File: src/rtl/cpu_pkg.sv
// Shared CPU definitions: register-bank geometry and the dump-reader state encoding.
package cpu_pkg;

    localparam int REG_AW = 5;
    localparam int XLEN   = 32;

    typedef enum logic [1:0] {
        IDLE = 2'd0,
        READ = 2'd1,
        SEND = 2'd2,
        DONE = 2'd3
    } dump_state_e;

endpackage

File: src/rtl/reg_dump_reader.sv
// Walks register addresses FIRST_REG..LAST_REG on a spare bank read port and
// streams each captured word out over a valid/ready handshake.
module reg_dump_reader
    import cpu_pkg::*;
#(
    parameter int unsigned FIRST_REG = 0,
    parameter int unsigned LAST_REG  = 31,
    parameter int unsigned DW        = XLEN
) (
    input  logic              clk,
    input  logic              rst_n,
    input  logic              start,
    input  logic              abort,
    output logic [REG_AW-1:0] rd_addr,
    input  logic [DW-1:0]     rd_data,
    output logic [DW-1:0]     out_data,
    output logic [REG_AW-1:0] out_idx,
    output logic              out_valid,
    input  logic              out_ready,
    output logic              out_last,
    output logic              busy,
    output logic              done
);

    localparam logic [REG_AW-1:0] FIRST_A = REG_AW'(FIRST_REG);
    localparam logic [REG_AW-1:0] LAST_A  = REG_AW'(LAST_REG);

    dump_state_e       state_q, state_d;
    logic [REG_AW-1:0] rd_addr_q, rd_addr_d;
    logic [DW-1:0]     out_data_q, out_data_d;
    logic [REG_AW-1:0] out_idx_q, out_idx_d;

    always_ff @(posedge clk or negedge rst_n) begin
        if (!rst_n) begin
            state_q    <= IDLE;
            rd_addr_q  <= FIRST_A;
            out_data_q <= '0;
            out_idx_q  <= '0;
        end else begin
            state_q    <= state_d;
            rd_addr_q  <= rd_addr_d;
            out_data_q <= out_data_d;
            out_idx_q  <= out_idx_d;
        end
    end

    // abort is checked first in every active state so it beats a handshake.
    always_comb begin
        state_d    = state_q;
        rd_addr_d  = rd_addr_q;
        out_data_d = out_data_q;
        out_idx_d  = out_idx_q;
        case (state_q)
            IDLE: begin
                rd_addr_d = FIRST_A;
                if (start && !abort) begin
                    state_d = READ;
                end
            end
            READ: begin
                if (abort) begin
                    state_d   = IDLE;
                    rd_addr_d = FIRST_A;
                end else begin
                    out_data_d = rd_data;
                    out_idx_d  = rd_addr_q;
                    state_d    = SEND;
                end
            end
            SEND: begin
                if (abort) begin
                    state_d   = IDLE;
                    rd_addr_d = FIRST_A;
                end else if (out_ready) begin
                    if (out_idx_q == LAST_A) begin
                        state_d = DONE;
                    end else begin
                        state_d = READ;
                        if (rd_addr_q < LAST_A) begin
                            rd_addr_d = rd_addr_q + REG_AW'(1);
                        end
                    end
                end
            end
            DONE: begin
                state_d   = IDLE;
                rd_addr_d = FIRST_A;
            end
            default: begin
                state_d   = IDLE;
                rd_addr_d = FIRST_A;
            end
        endcase
    end

    assign rd_addr   = rd_addr_q;
    assign out_data  = out_data_q;
    assign out_idx   = out_idx_q;
    assign out_valid = (state_q == SEND);
    assign out_last  = (state_q == SEND) && (out_idx_q == LAST_A);
    assign busy      = (state_q != IDLE);
    assign done      = (state_q == DONE);

endmodule

File: config.mk
export PLATFORM = sky130hd
export DESIGN_NAME = reg_dump_reader
export DESIGN_NICKNAME = d
export VERILOG_FILES = /design/src/rtl/cpu_pkg.sv /design/src/rtl/reg_dump_reader.sv
export SDC_FILE = /design/constraint.sdc
export NUM_CORES = 1
export LEC_CHECK = 0
export BUFFER_PORTS_ARGS = -buffer_cell sky130_fd_sc_hd__buf_4
export CORE_ASPECT_RATIO = 1.2
export CORE_MARGIN = 2
export CORE_UTILIZATION = 42
export CTS_CLUSTER_DIAMETER = 60
export DETAILED_ROUTE_END_ITERATION = 16
export PLACE_DENSITY_LB_ADDON = 0.3
export SLEW_MARGIN = 15
export SYNTH_ARGS = -nofsm -noshare
export SYNTH_HDL_FRONTEND = slang
export SYNTH_SLANG_ARGS = --single-unit
File: constraint.sdc
create_clock -name clk -period 1.44 [get_ports clk]
set_clock_uncertainty 0.15 [all_clocks]
set_input_delay 0.288 -clock clk [delete_from_list [all_inputs] [get_ports clk]]
set_output_delay 0.288 -clock clk [all_outputs]
set_load 0.01 [all_outputs]
==> flow_metrics.tcl, run 1 <==
set metrics [dict create \
    worstSetupEndpointType "output pin" \
    r2r_start "state_q[1]$_DFFE_PN0P_" \
    total_leakage_power_uw 0.00194 \
    netlist_area_um2 1830 \
    syn_to_final_growth_pct 91.8 \
    portBuffers 82 \
    root_buffer "clkbuf_8" \
    cts_made_buffers 5 \
    slew_violations 0 \
    die_h_um 76.2 \
    synthTopCellsByArea "dfrtp_1 (60%), nand2_1 (23%), nand3_1 (1.4%)" \
    crit_start "out_idx[1]$_DFFE_PN0N_" \
    cts-htree-levels 2 \
    violations "setup timing" \
    cp.buffers_inverters 2 \
    hold_depth 3 \
    tightest_slew_ns 0.544 \
    hold_violations 0 \
    track_usage 0.199 \
    period_minus_slack_ns 1.68 \
    core_area_um2 4230 \
    placed_cell_area_um2 2700 \
    switching_share 0.297 \
    seq_area_frac_synth 0.603 \
    antenna_left 0 \
    first_iter_violations 91 \
    wl_per_cell_um 15.9 \
    yosysUniqueCellTypes 31 \
    synth_warnings 0 \
    synth_area_leader_cell "dfrtp_1" \
    clock_latency_ns 0.30 \
    cap_violations 0 \
    path_class "reg -> out" \
    async_flop_share 1.00 \
    cp_slowest_cell "dfrtp_1" \
    startpoint_type "register" \
    p_total_uw 3600 \
    outcome "complete, but fails checks" \
    crit_arrival_ns 1.24 \
    crit_required_ns 1.00 \
    rows 26 \
    dieArea_um2 4900 \
    syn_avg_cell_area_um2 8.91 \
    cts_tree "built" \
    num-nets-final 373 \
    final.setup.tns_ns -6.55 \
    relSlewSlack 0.637 \
    antenna_found_initial 0 \
    fillers 263 \
    gp_congestion 0.846 \
    period_share 1.16 \
    seqCellArea_um2 1100 \
    combPwrFrac 0.291 \
    drive_gt1_frac 0.643 \
    drc_errors 0 \
    synth_ff_type "dfrtp_1" \
    io_pins 83 \
    worstHoldPathType "in -> reg" \
    worst_slack_ns -0.236 \
    grt_pass1_wl_mm 7.65 \
    start_util 0.432 \
    p_seq_frac 0.442 \
    grt_pass1_vias 1758 \
    yosys.area.top_type_share 0.603 \
    p_int_uw 2530 \
    dp_hpwl_mm 3.30 \
    wl_mm 6.24 \
    firstDrtPassIters 5 \
    cp-endpoint "out_last" \
    cp_cell_sequence "nand2_2, buf_6, nor3_2, buf_4" \
    synth_nets 243 \
    clk_pin_slew_ns 0.09 \
    yosysMostFrequentCell "nand2_1" \
    power.switching_uw 1070 \
    timing.fmax_mhz 597 \
    slowest_delay_ns 0.41 \
    vias 1946 \
    stdcell_area_um2 3500 \
    synth_edf_count 0 \
    r2r_end "out_data[9]$_DFFE_PN0N_" \
    clkPwrFrac 0.268 \
    synth.cells.most_frequent "nand2_1 (111), dfrtp_1 (44), nand3_1 (5)" \
    yosys_register_bits 44 \
    p_per_area_nw_per_um2 1030 \
    multi_input_area_um2 1000 \
    peakVddDrop_mv 0.619 \
    grt_start_max_net_pins 45 \
    finalSetupViolCount 49 \
    cp_num_cells 4 \
    rrSetupSlack_ns -0.17 \
    cts.sinks 44 \
    syn_inst 205 \
    cp_top_family "flip-flops" \
    rsz0062_at_grt "true" \
    diodes 0 \
    vias_per_cell 4.96 \
    cts_buffer_depth 2 \
    path_max_fanout 2 \
    grt_overflow 0 \
    ff2ff_path_depth 6 \
    fp.dieW_um 64.2 \
]
## registers in the layout, indices dropped and copies added (netlist names)
name      flops
out_data     32
out_idx       5
rd_addr       5
state_q       2
## worst min path at each step
stage                      startpoint                       end  slack (ns)
after floorplan                 rst_n   out_data[0]$_DFFE_PN0N_       -0.16
after global placement          rst_n  out_data[27]$_DFFE_PN0N_        0.17
after detailed placement        rst_n  out_data[27]$_DFFE_PN0N_        0.17
after CTS                 rd_data[24]  out_data[24]$_DFFE_PN0N_        0.01
after global routing      rd_data[13]  out_data[13]$_DFFE_PN0N_        0.02
final                     rd_data[13]  out_data[13]$_DFFE_PN0N_        0.03
## routing by layer
layer / part of all wire / routed length, µm / up-vias / track usage
met1: 0.39 / 2420 / 948 / 0.231
li1: - / - / 915 / -
met3: 0.049 / 303 / 10 / 0.0428
met5: 0 / 0 / - / 0
met2: 0.55 / 3420 / 73 / 0.360
met4: 0.015 / 93 / 0 / 0.0617
## worst min-delay path: cells and delay by family
family | cells | cell delay (ns)
AND/OR/NAND/NOR | 2 | 0.08
buffers and inverters | 1 | 0.08
## kinds of logic after synthesis
logic type,share of synthesized area
AO/OA/AOI/OAI,0.0534
adder cells (fa/ha/maj),0.00685
flip-flops,0.603
multiplexers,0.00548
AND/OR/NAND/NOR,0.305
buffers and inverters,0.0267
## metrics by stage
step,hold WS (ns),cells,utilization,setup slack [ns]
after floorplan,-0.158,205,-,-0.0926
after global placement,0.166,361,0.638,-0.0366
after detailed placement,0.168,361,0.638,-0.111
after CTS,0.0131,377,0.702,-0.205
after global routing,0.0214,392,0.829,-0.299
final,0.0297,392,0.829,-0.236
## power groups by stage
stage / Clock, µW / Combinational (µW) / Sequential (µW)
floorplan: 0 / 225 / 1710
global placement: 0 / 859 / 1600
detailed placement: 0 / 878 / 1610
CTS: 977 / 912 / 1580
global route: 1030 / 1140 / 1620
finish: 963 / 1050 / 1590
## placed cells by master (no fill, tap or decap), types with 2 or more instances in the layout
master     instances
nand2_1           55
buf_6             29
nand3_1            3
nor2_1             3
buf_4             95
a211oi_2           2
o211ai_1           2
dfrtp_2            3
a21oi_1            2
nand2_4           19
nand3_2            2
nor3_1             2
nand2_2           37
inv_1              2
buf_12             3
clkbuf_16          3
clkbuf_8           5
dfrtp_1           41
o21ai_2            2
## area by class of cell
| type | count | area share |
|---|---|---|
| Multi-Input combinational cell | 149 | 0.286 |
| Clock inverter | 3 | 0.0132 |
| Tap cell | 56 | 0.0200 |
| Timing Repair Buffer | 132 | 0.342 |
| Sequential cell | 44 | 0.315 |
| Clock buffer | 5 | 0.0196 |
| Inverter | 3 | 0.00321 |
## timing repair
action / CTS / global route
setup endpoints to repair: 49 / 54
hold buffers: 1 / 0
gates resized for setup: 28 / 106
pin swaps: 10 / 70
endpoints found under the hold margin: 44 / 0
cloned: 0 / 4
setup buffers: 7 / 12
Power figures use the tool's default switching activity.
==> inputs of run 2 (changes only) <==
PLACE_DENSITY = 0.87   (was default)
PLACE_DENSITY_LB_ADDON = default   (was 0.3)
REMOVE_ABC_BUFFERS = 1   (was default)
==> flow_metrics.tcl, run 2 (synthesized netlist as in run 1, its figures left out) <==
set metrics [dict create \
    grt_start_max_net_pins 45 \
    cts_buffer_depth 2 \
    p_seq_frac 0.466 \
    cp_cell_sequence "buf_6, or3b_4, buf_12, clkbuf_16, nand2_2, nand2_1" \
    wl_mm 5.98 \
    finalSetupViolCount 47 \
    startpoint_type "register" \
    rows 26 \
    final_core_util 0.808 \
    wl_per_cell_um 15.5 \
    grt_overflow 0 \
    tightest_slew_ns 0.544 \
    total_leakage_power_uw 0.00181 \
    worstSetupEndpointType "register" \
    diodes 0 \
    cp_slowest_cell "dfrtp_1" \
    worst_hold_slack_ns 0.0406 \
    ff2ff_path_depth 6 \
    timing.fmax_mhz 594 \
    final.setup.tns_ns -8.14 \
    firstDrtPassIters 6 \
    clock_latency_ns 0.29 \
    cts_made_buffers 5 \
    final_cell_mix "buf_4 (89), nand2_1 (63), dfrtp_1 (44), nand2_2 (38), buf_6 (26)" \
    drive_gt1_frac 0.612 \
    cts-htree-levels 2 \
    dp_cells 356 \
    slowest_delay_ns 0.45 \
    hold_violations 0 \
    crit_required_ns 1.48 \
    combPwrFrac 0.309 \
    worstHoldPathType "in -> reg" \
    syn_to_final_growth_pct 87.1 \
    vias 1965 \
    rsz0062_at_grt "true" \
    die_h_um 76.2 \
    grt_pass1_vias 1988 \
    switching_share 0.303 \
    period_minus_slack_ns 1.68 \
    path_class "reg -> reg" \
    fillers 264 \
    path_max_fanout 5 \
    track_usage 0.245 \
    instances_no_fill 386 \
    dp_hpwl_mm 3.20 \
    first_iter_violations 96 \
    peakVddDrop_mv 0.745 \
    power.switching_uw 1060 \
    crit_arrival_ns 1.72 \
    cap_violations 0 \
    clk_pin_slew_ns 0.08 \
    io_pins 83 \
    antenna_found_initial 0 \
    mostFrequentLayoutCell "buf_4" \
    slew_violations 0 \
    gp_congestion 0.751 \
    clkPwrFrac 0.225 \
    hold_depth 3 \
    start_util 0.432 \
    vias_per_cell 5.09 \
    core_area_um2 4230 \
    num-nets-final 367 \
    cts.sinks 44 \
    portBuffers 82 \
    antenna_left 0 \
    p_per_area_nw_per_um2 1030 \
    drc_errors 0 \
    outcome "complete, but fails checks" \
    cts_tree "built" \
    p_int_uw 2450 \
    violations "setup timing" \
    relSlewSlack 0.637 \
    root_buffer "clkbuf_8" \
    pre_cts_ws_ns -0.124 \
    period_share 1.17 \
    dieArea_um2 4900 \
    worst_slack_ns -0.244 \
    grt_pass1_wl_mm 9.25 \
    largest_register_ff_count 32 \
    fp.dieW_um 64.2 \
]
==> run 2: cell count changes in the layout (fill, tap and decap cells not counted), moves of 2 or more <==
cell / change
clkinv_2: +2
buf_6: -3
buf_4: -6
buf_16: +4
nand2_4: -9
nand2_1: +8
clkbuf_16: -2
dfrtp_2: -3
dfrtp_1: +3
buf_8: +2
==> run 2: final cells by class <==
class / instances / area, µm² / area share
repair buffers: 126 / 1190 / 0.349
flip-flops and latches: 44 / 1100 / 0.322
inverters: 3 / 11.3 / 0.00330
multi-input cells: 149 / 951 / 0.278
clock inverters: 2 / 10.0 / 0.00293
well taps: 56 / 70.1 / 0.0205
clock buffers: 6 / 82.6 / 0.0242
==> run 2: path summary, 6_finish.rpt <==
kind / startpoint / slack [ns] / endpoint
min: rd_data[19] / 0.04 / out_data[19]$_DFFE_PN0N_
min in group asynchronous: rst_n / 0.37 / state_q[0]$_DFFE_PN0P_
max: state_q[0]$_DFFE_PN0P_ / -0.24 / out_data[7]$_DFFE_PN0N_
min reg2reg: out_data[12]$_DFFE_PN0N_ / 0.33 / out_data[12]$_DFFE_PN0N_
max reg2reg: state_q[0]$_DFFE_PN0P_ / -0.24 / out_data[7]$_DFFE_PN0N_
max in group asynchronous: rst_n / 0.38 / out_idx[2]$_DFFE_PN0N_
==> run 2: per-stage QoR <==
| stage | power [µW] | cell area, µm² |
|---|---|---|
| floorplan | 1920 | 1790 |
| global placement | 2450 | 2650 |
| detailed placement | 2480 | 2650 |
| CTS | 3390 | 3170 |
| global route | 3690 | 3420 |
| finish | 3510 | 3420 |
==> run 2: what timing repair did <==
action                     4_1_cts  5_1_grt
buffers inserted                 8       10
hold endpoints to repair        44        0
gates cloned                     6        1
resized for setup               70       54
setup endpoints to repair       48       54
pin swaps                       23       42
hold buffers                     1        0
==> run 2: power by group through the flow <==
stage | Clock (µW) | Combinational [µW] | Sequential (µW)
3_3_place_gp | 0 | 841 | 1610
6_report | 790 | 1080 | 1640
3_5_place_dp | 0 | 867 | 1610
5_1_grt | 853 | 1170 | 1670
2_1_floorplan | 0 | 212 | 1710
4_1_cts | 808 | 983 | 1600
==> run 2: critical path, delay by kind of cell, from the launching register on <==
family / cells / cell delay [ns]
buffers and inverters: 3 / 0.45
flip-flops: 1 / 0.45
AND/OR/NAND/NOR: 3 / 0.53
==> run 2: metal layers <==
layer	wire (µm)	GRT usage	vias to the layer above
li1	-	-	904
met1	2230	0.278	976
met2	3350	0.443	73
met3	269	0.0591	12
met4	129	0.0830	0
met5	0	0	-
